### src/rtl/ct_spsram_256x54_pkg.sv
// Shared constants and state encoding for the 256x54 single-port SRAM request controller.
package ct_spsram_256x54_pkg;

  localparam int ADDR_WIDTH     = 8;
  localparam int DATA_WIDTH     = 54;
  localparam int DEPTH          = 256;
  localparam int RSP_FIFO_DEPTH = 2;

  typedef enum logic {
    ST_INIT = 1'b0,
    ST_RUN  = 1'b1
  } ctrl_state_e;

endpackage

### src/rtl/ct_spsram_rsp_fifo.sv
// Two-entry in-order read-response FIFO with valid/ready output and occupancy count.
module ct_spsram_rsp_fifo
  import ct_spsram_256x54_pkg::*;
#(
  parameter int DW = DATA_WIDTH
) (
  input  logic          forever_cpuclk,
  input  logic          cpurst,
  input  logic          push,
  input  logic [DW-1:0] push_data,
  output logic          vld,
  input  logic          rdy,
  output logic [DW-1:0] data,
  output logic [1:0]    cnt
);

  logic [DW-1:0] mem [RSP_FIFO_DEPTH];
  logic          wr_ptr;
  logic          rd_ptr;
  logic          pop;

  assign vld  = (cnt != 2'd0);
  assign pop  = vld & rdy;
  assign data = mem[rd_ptr];

  always_ff @(posedge forever_cpuclk) begin
    if (cpurst) begin
      // NOTE: the two entries are reset so rsp_rdata reads zero out of reset.
      mem    <= '{default: '0};
      wr_ptr <= 1'b0;
      rd_ptr <= 1'b0;
      cnt    <= 2'd0;
    end else begin
      if (push) begin
        mem[wr_ptr] <= push_data;
        wr_ptr      <= ~wr_ptr;
      end
      if (pop) begin
        rd_ptr <= ~rd_ptr;
      end
      case ({push, pop})
        2'b10:   cnt <= cnt + 2'd1;
        2'b01:   cnt <= cnt - 2'd1;
        default: cnt <= cnt;
      endcase
    end
  end

endmodule

### src/rtl/ct_spsram_256x54_ctrl.sv
// Request-side controller for the 256x54 LSU SRAM: zero-fill sweep after reset, then
// valid/ready reads/writes with a credit-limited two-entry read-response FIFO.
module ct_spsram_256x54_ctrl
  import ct_spsram_256x54_pkg::*;
#(
  parameter int ADDR_WIDTH = ct_spsram_256x54_pkg::ADDR_WIDTH,
  parameter int DATA_WIDTH = ct_spsram_256x54_pkg::DATA_WIDTH
) (
  input  logic                  forever_cpuclk,
  input  logic                  cpurst,
  output logic                  init_done,
  input  logic                  req_vld,
  output logic                  req_rdy,
  input  logic                  req_wr,
  input  logic [ADDR_WIDTH-1:0] req_addr,
  input  logic [DATA_WIDTH-1:0] req_wdata,
  input  logic [DATA_WIDTH-1:0] req_wmask,
  output logic                  rsp_vld,
  input  logic                  rsp_rdy,
  output logic [DATA_WIDTH-1:0] rsp_rdata,
  output logic [ADDR_WIDTH-1:0] sram_a,
  output logic                  sram_cen,
  output logic                  sram_gwen,
  output logic [DATA_WIDTH-1:0] sram_wen,
  output logic [DATA_WIDTH-1:0] sram_d,
  input  logic [DATA_WIDTH-1:0] sram_q
);

  ctrl_state_e           state;
  logic [ADDR_WIDTH-1:0] init_cnt;
  logic                  rd_pend;
  logic [1:0]            fifo_cnt;
  logic                  pop;
  logic [2:0]            occupancy;
  logic                  rd_credit;
  logic                  accept;

  // A read needs a free FIFO slot once every in-flight read has landed.
  assign pop       = rsp_vld & rsp_rdy;
  assign occupancy = {1'b0, fifo_cnt} + {2'b00, rd_pend} - {2'b00, pop};
  assign rd_credit = (occupancy < 3'(RSP_FIFO_DEPTH));
  assign req_rdy   = init_done & ~cpurst & (req_wr | rd_credit);
  assign accept    = req_vld & req_rdy;

  always_ff @(posedge forever_cpuclk) begin
    if (cpurst) begin
      state     <= ST_INIT;
      init_cnt  <= '0;
      init_done <= 1'b0;
      rd_pend   <= 1'b0;
    end else begin
      // NOTE: non-blocking assigns so every flop here updates from pre-edge values.
      rd_pend <= accept & ~req_wr;
      if (state == ST_INIT) begin
        init_cnt <= init_cnt + 1'b1;
        if (&init_cnt) begin
          state     <= ST_RUN;
          init_done <= 1'b1;
        end
      end
    end
  end

  always_comb begin
    // NOTE: idle defaults first so every path assigns every pin and no latch is inferred.
    sram_a    = '0;
    sram_cen  = 1'b1;
    sram_gwen = 1'b1;
    sram_wen  = '1;
    sram_d    = '0;
    if (!cpurst) begin
      if (state == ST_INIT) begin
        sram_a    = init_cnt;
        sram_cen  = 1'b0;
        sram_gwen = 1'b0;
        sram_wen  = '0;
      end else if (accept) begin
        sram_a   = req_addr;
        sram_cen = 1'b0;
        if (req_wr) begin
          sram_gwen = 1'b0;
          sram_wen  = ~req_wmask;
          sram_d    = req_wdata;
        end
      end
    end
  end

  ct_spsram_rsp_fifo #(
    .DW (DATA_WIDTH)
  ) u_rsp_fifo (
    .forever_cpuclk (forever_cpuclk),
    .cpurst         (cpurst),
    .push           (rd_pend),
    .push_data      (sram_q),
    .vld            (rsp_vld),
    .rdy            (rsp_rdy),
    .data           (rsp_rdata),
    .cnt            (fifo_cnt)
  );

endmodule
### config.mk
export PLATFORM = sky130hd
export DESIGN_NAME = ct_spsram_256x54_ctrl
export DESIGN_NICKNAME = d
export VERILOG_FILES = /design/src/rtl/ct_spsram_256x54_pkg.sv /design/src/rtl/ct_spsram_rsp_fifo.sv /design/src/rtl/ct_spsram_256x54_ctrl.sv
export SDC_FILE = /design/constraint.sdc
export NUM_CORES = 1
export LEC_CHECK = 0
export BUFFER_PORTS_ARGS = -buffer_cell sky130_fd_sc_hd__buf_2
export CORE_MARGIN = 8
export CORE_UTILIZATION = 45
export CTS_BUF_LIST = sky130_fd_sc_hd__clkbuf_4 sky130_fd_sc_hd__clkbuf_8 sky130_fd_sc_hd__clkbuf_16
export CTS_CLUSTER_SIZE = 28
export DETAILED_ROUTE_END_ITERATION = 12
export PLACE_DENSITY_LB_ADDON = 0.2
export SLEW_MARGIN = 25
export SYNTH_ARGS = -nofsm -noshare
export SYNTH_HDL_FRONTEND = slang
export SYNTH_SLANG_ARGS = --single-unit
### constraint.sdc
create_clock -name forever_cpuclk -period 3.01 [get_ports forever_cpuclk]
set_input_delay 0.602 -clock forever_cpuclk [delete_from_list [all_inputs] [get_ports forever_cpuclk]]
set_output_delay 0.602 -clock forever_cpuclk [all_outputs]
set_load 0.005 [all_outputs]
---- After elaboration in Yosys (flattened, before gate mapping) ----
Cells that the tools add are included.
word-level totals
  logic and storage cells ................. 66
  output and inout bits ................... 175
  register bits after elaboration ......... 123
  input port bits ......................... 175
cells by class
  eq/ne operators ......................... 2
  $add $sub $neg .......................... 5
  mux-type cells .......................... 27
  bitwise logic cells ..................... 14
  reduce and logical (&&, ||, !) cells .... 5
  order comparisons ....................... 4
operators by type and width
  operator             number
  $mux 54              12
  $bwmux 108           1
  $demux 54 s1         1
  $not 54->54          1
  $mux 8               3
  $mux 1               9
  $reduce_and 9->1     1
  $add 8x1->8 const B  1
  $reduce_and 8->1     1
  $and 1x1->1          5
  $not 1->1            5
  $ge 2x2->1 const B   2
  $not 1->2            2
  $pmux 2 s2           1
  $reduce_bool 2->1    2
  $add 2x1->3          1
  $lt 3x2->1 const B   1
  $sub 3x1->3          1
  $add 2x1->2 const B  1
  $eq 2x1->1 const B   1
  $eq 2x2->1 const B   1
  $lt 2x1->1 const B   1
  $sub 2x1->2 const B  1
  $logic_and 1x1->1    1
  $or 1x1->1           1

---- Logic depth before layout (Yosys ltp) ----
Gate-level depths: netlist of run 1.
  depth after elaboration ................. 10
  gate-level depth with buffers ........... 7
  gate-level depth less buffers ........... 7

---- Hierarchy ----
From an unflattened synthesis of run 1, not the netlist that was laid out.
second synthesis, totals
  cell total of the unflattened synthesis .. 829
  area total of the unflattened synthesis .. 6446.2 um^2
modules (own cells, without submodules)
  module                 cells each  sequential area each (um^2)  area an instance (um^2)  instances
  ct_spsram_rsp_fifo     549         2242.2                       4580.6                   1
  ct_spsram_256x54_ctrl  280         220.2                        1865.5                   1

---- Least setup slack after synthesis of run 1 ----
Ideal clock, no wire load.
  path type ............................... input to output
  start point ............................. in rsp_rdy
  end point ............................... out sram_a[2]
  buffers on the path ..................... 0
  data required time ...................... 2.408 ns
  slack ................................... 0.154 ns
  stages on the path ...................... 7
  arrival time ............................ 2.254 ns
  cells stage by stage .................... o21a_1 > ha_1 > nand2b_1 > fa_1 > xnor2_1 > a21oi_2 > o32ai_1
between the ends
  longest elaborated chain between the ends .. 9
ends and longest elaborated chain
  item                RTL line                     text
  start: declaration  ct_spsram_256x54_ctrl.sv:19  input logic rsp_rdy,
  $and 1x1->1         ct_spsram_256x54_ctrl.sv:39  assign pop = rsp_vld & rsp_rdy;
  $sub 3x1->3         ct_spsram_256x54_ctrl.sv:40  assign occupancy = {1'b0, fifo_cnt} + {2'b00, rd_pend} - {2'b00, pop};
  $lt 3x2->1          ct_spsram_256x54_ctrl.sv:41  assign rd_credit = (occupancy < 3'(RSP_FIFO_DEPTH));
  $or 1x1->1          ct_spsram_256x54_ctrl.sv:42  assign req_rdy = init_done & ~cpurst & (req_wr | rd_credit);
  $and 1x1->1         ct_spsram_256x54_ctrl.sv:42
  $and 1x1->1         ct_spsram_256x54_ctrl.sv:43  assign accept = req_vld & req_rdy;
  $mux 8              ct_spsram_256x54_ctrl.sv:77  end else if (accept) begin
  $mux 8              ct_spsram_256x54_ctrl.sv:72  if (state == ST_INIT) begin
  $mux 8              ct_spsram_256x54_ctrl.sv:71  if (!cpurst) begin
  end: declaration    ct_spsram_256x54_ctrl.sv:21  output logic [ADDR_WIDTH-1:0] sram_a,
Every way passes these cells.

---- Worst setup path after layout of run 1 ----
  start point ............................. reg u_rsp_fifo.cnt[0]
  end point ............................... out sram_a[7]
between the ends
  longest elaborated chain between the ends .. 10
  elaborated cells on any way between the ends .. 11
  those cells by class .................... 2 x add/sub; 1 x order compare; 3 x mux; 4 x bitwise; 1 x reduce/logical
ends and longest elaborated chain
  item                      RTL line                     text
  start: declaration        ct_spsram_rsp_fifo.sv:14     output logic [1:0] cnt
  start signal: assignment  ct_spsram_rsp_fifo.sv:42     2'b10: cnt <= cnt + 2'd1;
  start signal: assignment  ct_spsram_rsp_fifo.sv:43     2'b01: cnt <= cnt - 2'd1;
  start signal: assignment  ct_spsram_rsp_fifo.sv:44     default: cnt <= cnt;
  $reduce_bool 2->1         ct_spsram_rsp_fifo.sv:22     assign vld = (cnt != 2'd0);
  $and 1x1->1               ct_spsram_256x54_ctrl.sv:39
  via pop                   ct_spsram_256x54_ctrl.sv:33  logic pop;
  $sub 3x1->3               ct_spsram_256x54_ctrl.sv:40
  $lt 3x2->1                ct_spsram_256x54_ctrl.sv:41
  $or 1x1->1                ct_spsram_256x54_ctrl.sv:42
  $and 1x1->1               ct_spsram_256x54_ctrl.sv:42
  $and 1x1->1               ct_spsram_256x54_ctrl.sv:43
  $mux 8                    ct_spsram_256x54_ctrl.sv:77
  $mux 8                    ct_spsram_256x54_ctrl.sv:72
  $mux 8                    ct_spsram_256x54_ctrl.sv:71
The timed path passes the listed nets, and every way through them passes these cells.

==> results of run 1 <==
[Yosys cell counts (all sizes together) (2+ instances only)]
library cell / number / area [um^2]
or3: 2 / 12.51
inv: 11 / 41.29
and4b: 2 / 20.02
or2: 2 / 12.51
o21ai: 2 / 10.01
a31o: 2 / 17.52
buf: 49 / 307.8
a21oi: 113 / 569.3
nor2: 13 / 56.30
mux2: 55 / 619.3
nand2b: 4 / 25.02
dfxtp: 123 / 2462
nand2: 281 / 1055
and2: 55 / 344.1
nand4b: 2 / 32.53
xnor2: 5 / 43.79
clkbuf: 19 / 77.57
xor2: 3 / 26.28
ha: 3 / 37.54
o31ai: 7 / 52.55
nor2b: 3 / 18.77
a21o: 55 / 412.9
[flip-flops by register name (all words and copies together), names as in the netlist]
| name | flops |
|---|---|
| u_rsp_fifo.cnt | 2 |
| u_rsp_fifo.mem | 108 |
| init_done | 1 |
| state | 1 |
| init_cnt | 8 |
| u_rsp_fifo.rd_ptr | 1 |
| rd_pend | 1 |
| u_rsp_fifo.wr_ptr | 1 |
[layout make-up]
cell class | instances | area [um^2]
tap | 180 | 225.2
clock inverter | 8 | 117.6
fill | 1245 | 4965
inverter | 11 | 41.29
multi-input combinational | 622 | 3557
clock buffer | 23 | 483.0
sequential | 123 | 2469
timing repair buffer | 367 | 1969
[logic make-up (layout without fill, tap and decap cells)]
kind of cell	after synthesis	after routing	synth area share, %
and+or+nand+nor	370	370	25.43
adders and majority gates	4	4	0.9056
buffers and inverters	79	409	6.712
muxes	56	56	9.902
DFF	123	123	38.74
AOI/OAI and AO/OA	183	184	17.21
xor gates and xnor gates	8	8	1.102
[critical path, cell delays in order (launching register included)]
cell,delay [ps]
dfxtp_4,340
o21a_1,180
ha_1,270
nand2b_4,140
fa_2,380
xnor2_4,200
buf_12,140
a21oi_4,70
o31ai_1,240
buf_2,160
[path summary, 6_finish.rpt]
check                          start                  to  slack, ps  depth (start not counted)
hold reg to reg   u_rsp_fifo.mem[21]  u_rsp_fifo.mem[21]        450                          2
setup reg to reg   u_rsp_fifo.cnt[0]             rd_pend       1100                          8
setup / recovery   u_rsp_fifo.cnt[0]           sram_a[7]       -120                          9
hold / removal             sram_q[4]   u_rsp_fifo.mem[4]        430                          3
[routing by layer]
metal	global-route usage (%)	vias up	share of wire, %
met5	0	-	0
met4	6.301	0	1.3
met3	8.990	25	8.6
met2	40.28	226	49
met1	30.21	3076	41
li1	-	3333	-
[power groups by stage]
stage          Combinational [mW]  Clock, mW  Sequential [mW]
5_1_grt                     0.298       2.18             1.64
3_5_place_dp                0.269          0             1.67
3_3_place_gp                0.269          0             1.67
6_report                    0.273       2.07             1.64
4_1_cts                     0.273       2.10             1.64
2_1_floorplan              0.0885          0             1.67
[through the flow]
stage	cell area [um^2]	util, %	instances
after floorplan	6356	-	823
after global placement	8133	58.82	1300
after detailed placement	8133	58.82	1300
after CTS	8857	64.06	1334
after global routing	8862	64.09	1334
final	8862	64.09	1334
[repair_timing]
action                     CTS  global route
pin swaps                    3             6
resized for setup           13             1
buffers inserted             3             0
setup endpoints to repair   10            10
cloned                       1             0
==> metrics.csv, run 1 <==
stage,metric,value,unit
clock_tree,CTS buffer count,17,
synthesis,post-synthesis register bit count,123,
power_and_ir_drop,peak supply drop,0.4655,mV
drt,Starting DRT DRC Count,459,
sta,# setup viols final,10,
clock_tree,CTS root buf,clkbuf_16,
cells_and_area,most frequent cells in the layout,"347 x buf_2, 280 x nand2_1, 120 x dfxtp_1",
synthesis,register area share after synthesis,38.74,%
synthesis,Post-synth EDFFs,0,
clock_tree,clock latency on the worst-skew pair,410,ps
setup_path,largest fanout on the critical path,5,
placed_design,GPL Wtd Cong,0.9447,
cells_and_area,share of cells above drive strength 1,41.25,%
cells_and_area,Area Overhead vs Synth,39.43,%
placed_design,dpl ws,-138.1,ps
sta,Setup TNS,-932.5,ps
sta,fmax,0.3195,GHz
synthesis,Yosys Warn Count,0,
power_and_ir_drop,Net Sw Power,0.8370,mW
hold_path,Hold WC Path Type,input port to flip-flop,
sta,clk_skew,6.317,ps
cells_and_area,Nets,1321,
power_and_ir_drop,total chip power,3.981,mW
die,area of the die,0.01818,mm^2
synthesis,asr flop ratio synth,0,%
die,I/O pins,350,
run_status,failing checks,setup timing,
setup_path,Worst setup EP type,output pin,
synthesis,Synth Instances,823,
sta,slew of the pin with the lowest slew margin,968.0,ps
die,die width,134.8,um
clock_tree,Clock Sinks,123,
sta,Tcrit/Tclk final,104.0,%
power_and_ir_drop,sequential fraction of design power,41.1,%
power_and_ir_drop,Int Power,3.144,mW
sta,setup ws final,-119.7,ps
clock_tree,Hold Buf Count CTS,0,
grt,initial antenna violation count,0,
die,Initial Utilization,45.97,%
power_and_ir_drop,Sw Share,21.02,%
setup_path,CP required,2410,ps
placed_design,detailed-placement wirelength estimate,17660,um
power_and_ir_drop,leakage,4.334,nW
grt,vias in the first global route,6260,
placed_design,IO buf count,349,
die,core area,0.01383,mm^2
clock_tree,CTS max path bufs,2,
sta,Slew Limit Fails,0,
run_status,outcome,"finished, violations left",
grt,largest net degree at the start of global routing,91,
cells_and_area,"commonest non-fill, non-tap cell in the layout",buf_2,
power_and_ir_drop,Clock power frac,52.0,%
job,max_cap viols,0,
synthesis,"Primary FF master, synth",dfxtp_1,
clock_tree,"Clk pin slew, worst setup/hold paths",50,ps
drt,Via density,4.993,
grt,"Remaining Overflow, GRT",0,
clock_tree,CTS tree,yes,
cells_and_area,diode count,0,
power_and_ir_drop,power share of the combinational group,6.9,%
sta,Slew headroom,35.47,%
grt,gr usage total,24.75,%
sta,RSZ-0062 raised after global routing,true,
die,Chip Height,134.8,um
clock_tree,H-tree depth,4,
sta,final hold viol count,0,
synthesis,synth unique cells,40,
drt,DRT Wirelength,23960,um
setup_path,critical path type,flip-flop to output pin,
grt,first-pass GRT wire length,35400,um
drt,vias post-DR,6660,
drt,Wirelength per Cell,17.96,um
setup_path,Worst setup SP type,flip-flop,
setup_path,data arrival time of the critical path,2530,ps
drt,DR DRC count,0,
synthesis,synthesized cell area,0.006356,mm^2
sta,min Tclk post-route,3130,ps
synthesis,Post-Syn Area per Cell,7.723,um^2
power_and_ir_drop,power per cell area,449.2,mW/mm^2
drt,post-route ant nets,0,
drt,First-pass DRT Iterations,5,
sta,worst hold margin,434.7,ps
synthesis,syn nets,1002,
die,# rows,43,
Power figures use the tool's default switching activity.
==> inputs of run 2 (changes only) <==
==> constraint.sdc (replaced) <==
create_clock -name forever_cpuclk -period 3.01 [get_ports forever_cpuclk]
set_input_delay 0.602 -clock forever_cpuclk [delete_from_list [all_inputs] [get_ports forever_cpuclk]]
set_output_delay 0.602 -clock forever_cpuclk [all_outputs]
set_load 0.02 [all_outputs]
==> metrics.csv, run 2 (synthesis gave the netlist of run 1 again) <==
stage,metric,value,unit,change
run_status,outcome,"finished, violations left",,
run_status,failing checks,setup timing,,
hold_path,hold endpoint,rd_pend,,
die,area of the die,0.01818,mm^2,unchanged
grt,gr usage total,23.02,%,-1.7 points
setup_path,worst r2r dst,rd_pend,,
sta,final hold viol count,0,,unchanged
grt,"Remaining Overflow, GRT",0,,unchanged
sta,clk_skew,5.026,ps,-1.292 ps
setup_path,R2R Path Start,u_rsp_fifo.cnt[0],,
cells_and_area,Largest regs,"u_rsp_fifo.mem (108), init_cnt (8), u_rsp_fifo.cnt (2)",,
cells_and_area,most frequent cells in the layout,"339 x buf_2, 280 x nand2_1, 119 x dfxtp_1",,
clock_tree,Clock Sinks,123,,unchanged
drt,Starting DRT DRC Count,348,,-24%
setup_path,critical path type,flip-flop to output pin,,
hold_path,Hold WC Path Type,input port to flip-flop,,
setup_path,R2R depth,8,,unchanged
setup_path,largest fanout on the critical path,9,,+4
grt,first-pass GRT wire length,33470,um,-5.4%
sta,Tcrit/Tclk final,104.9,%,+0.89 points
clock_tree,CTS tree,yes,,
placed_design,dpl ws,-264.1,ps,-126.0 ps
clock_tree,CTS max path bufs,2,,unchanged
drt,Wirelength per Cell,16.80,um,-6.5%
setup_path,Worst setup SP type,flip-flop,,
drt,First-pass DRT Iterations,5,,unchanged
power_and_ir_drop,peak supply drop,0.3683,mV,-21%
clock_tree,CTS buffer count,17,,unchanged
grt,vias in the first global route,6374,,+1.8%
cells_and_area,"commonest non-fill, non-tap cell in the layout",buf_2,,
cells_and_area,fin area,0.008872,mm^2,+0.11%
clock_tree,clock latency on the worst-skew pair,400,ps,about the same
placed_design,placed cell area,0.008160,mm^2,+0.34%
die,I/O pins,350,,unchanged
placed_design,GPL Wtd Cong,0.9864,,+4.4%
hold_path,hold path start,req_wr,,
die,# rows,43,,unchanged
setup_path,reg2reg setup slack,1120,ps,+20 ps
placed_design,detailed-placement wirelength estimate,16510,um,-6.5%
sta,min Tclk post-route,3156,ps,+26.73 ps
job,max_cap viols,0,,unchanged
sta,fmax,0.3168,GHz,-0.85%
cells_and_area,Reg with most FFs,u_rsp_fifo.mem,,
cells_and_area,Nets,1321,,unchanged
sta,slew of the pin with the lowest slew margin,988.2,ps,+20.22 ps
drt,Via density,4.947,,-0.91%
placed_design,IO buf count,349,,unchanged
clock_tree,CTS root buf,clkbuf_16,,
sta,# setup viols final,10,,unchanged
clock_tree,"Clk pin slew, worst setup/hold paths",50,ps,about the same
setup_path,data arrival time of the critical path,2550,ps,+20 ps
power_and_ir_drop,total chip power,3.999,mW,+0.45%
sta,Slew headroom,34.12,%,-1.3 points
die,core area,0.01383,mm^2,unchanged
sta,RSZ-0062 raised after global routing,true,,
power_and_ir_drop,leakage,4.329,nW,-0.12%
clock_tree,H-tree depth,4,,unchanged
drt,DR DRC count,0,,unchanged
grt,initial antenna violation count,3,,+3
drt,post-route ant nets,0,,unchanged
power_and_ir_drop,power per cell area,450.7,mW/mm^2,+0.34%
hold_path,Min-Delay Path Depth,2,,-1
cells_and_area,Area Overhead vs Synth,39.59,%,
grt,largest net degree at the start of global routing,98,,+7.7%
cells_and_area,final core occ,64.17,%,+0.072 points
die,Chip Height,134.8,um,unchanged
cells_and_area,share of cells above drive strength 1,41.56,%,+0.31 points
setup_path,Worst Setup SP,u_rsp_fifo.cnt[0],,
sta,Slew Limit Fails,0,,unchanged
die,die width,134.8,um,unchanged
setup_path,CP required,2410,ps,about the same
sta,setup ws final,-146.5,ps,-26.73 ps
drt,DRT Wirelength,22440,um,-6.3%
drt,vias post-DR,6609,,-0.77%
cells_and_area,max reg flops,108,,unchanged
clock_tree,Hold Buf Count CTS,0,,unchanged
setup_path,Worst setup EP type,output pin,,
die,Initial Utilization,45.97,%,unchanged
[run 2: changes by cell type in the layout (fill, tap and decap cells not counted), sizes merged]
cell      previous run  this run
a21oi              114       113
diode                0         1
clkinv               4         6
inv                 11        12
clkinvlp             1         2
buf                367       368
clkbuf              23        20
[run 2: critical path, stage by stage, from the launching register on]
cell	delay [ps]
dfxtp_2	320
o21a_1	190
ha_1	280
nand2b_4	140
fa_2	380
xnor2_4	170
a21oi_2	90
buf_12	150
o31ai_1	230
buf_4	190
[run 2: per-layer routing]
layer | share of wire [%] | up-vias | wire length [um] | GRT usage, %
met2 | 48 | 261 | 10760 | 37.07
li1 | - | 3331 | - | -
met1 | 40 | 2987 | 8916 | 26.69
met3 | 11 | 26 | 2362 | 10.10
met5 | 0.13 | - | 30 | 0
met4 | 1.7 | 4 | 373 | 7.735
[run 2: area by class of cell]
cell class	count	area (um^2)
inverters	11	41.29
diodes	1	2.502
well taps	180	225.2
clock buffers	20	447.9
flip-flops and latches	123	2467
clock inverters	12	147.6
repair buffers	368	1988
fillers	1277	4955
multi-input cells	621	3552
[run 2: worst max path at each step]
stage,endpoint,slack [ps]
after floorplan,sram_a[0],-140
after global placement,sram_a[3],-170
after detailed placement,sram_a[6],-260
after CTS,sram_a[7],-190
after global routing,sram_a[2],-260
final,sram_a[3],-150
[run 2: report_power, final]
group | switching [mW] | total (mW) | internal (mW)
Sequential | 0.00434 | 1.64 | 1.63
Combinational | 0.181 | 0.325 | 0.144
Clock | 0.713 | 2.04 | 1.32
[run 2: timing repair]
action	in CTS	in global routing
gates cloned	0	0
endpoints found under the hold margin	0	0
buffers inserted	2	0
resized for setup	20	4
pin swaps	4	3
endpoints found under the setup margin	10	23
[run 2: stage by stage]
stage / cells / hold slack [ps] / setup TNS (ps)
finish: 1336 / 434.0 / -1210
global route: 1336 / 434.4 / -2335
floorplan: 823 / 432.9 / -1067
global placement: 1301 / 439.1 / -1484
detailed placement: 1301 / 443.9 / -2181
CTS: 1335 / 417.4 / -1700
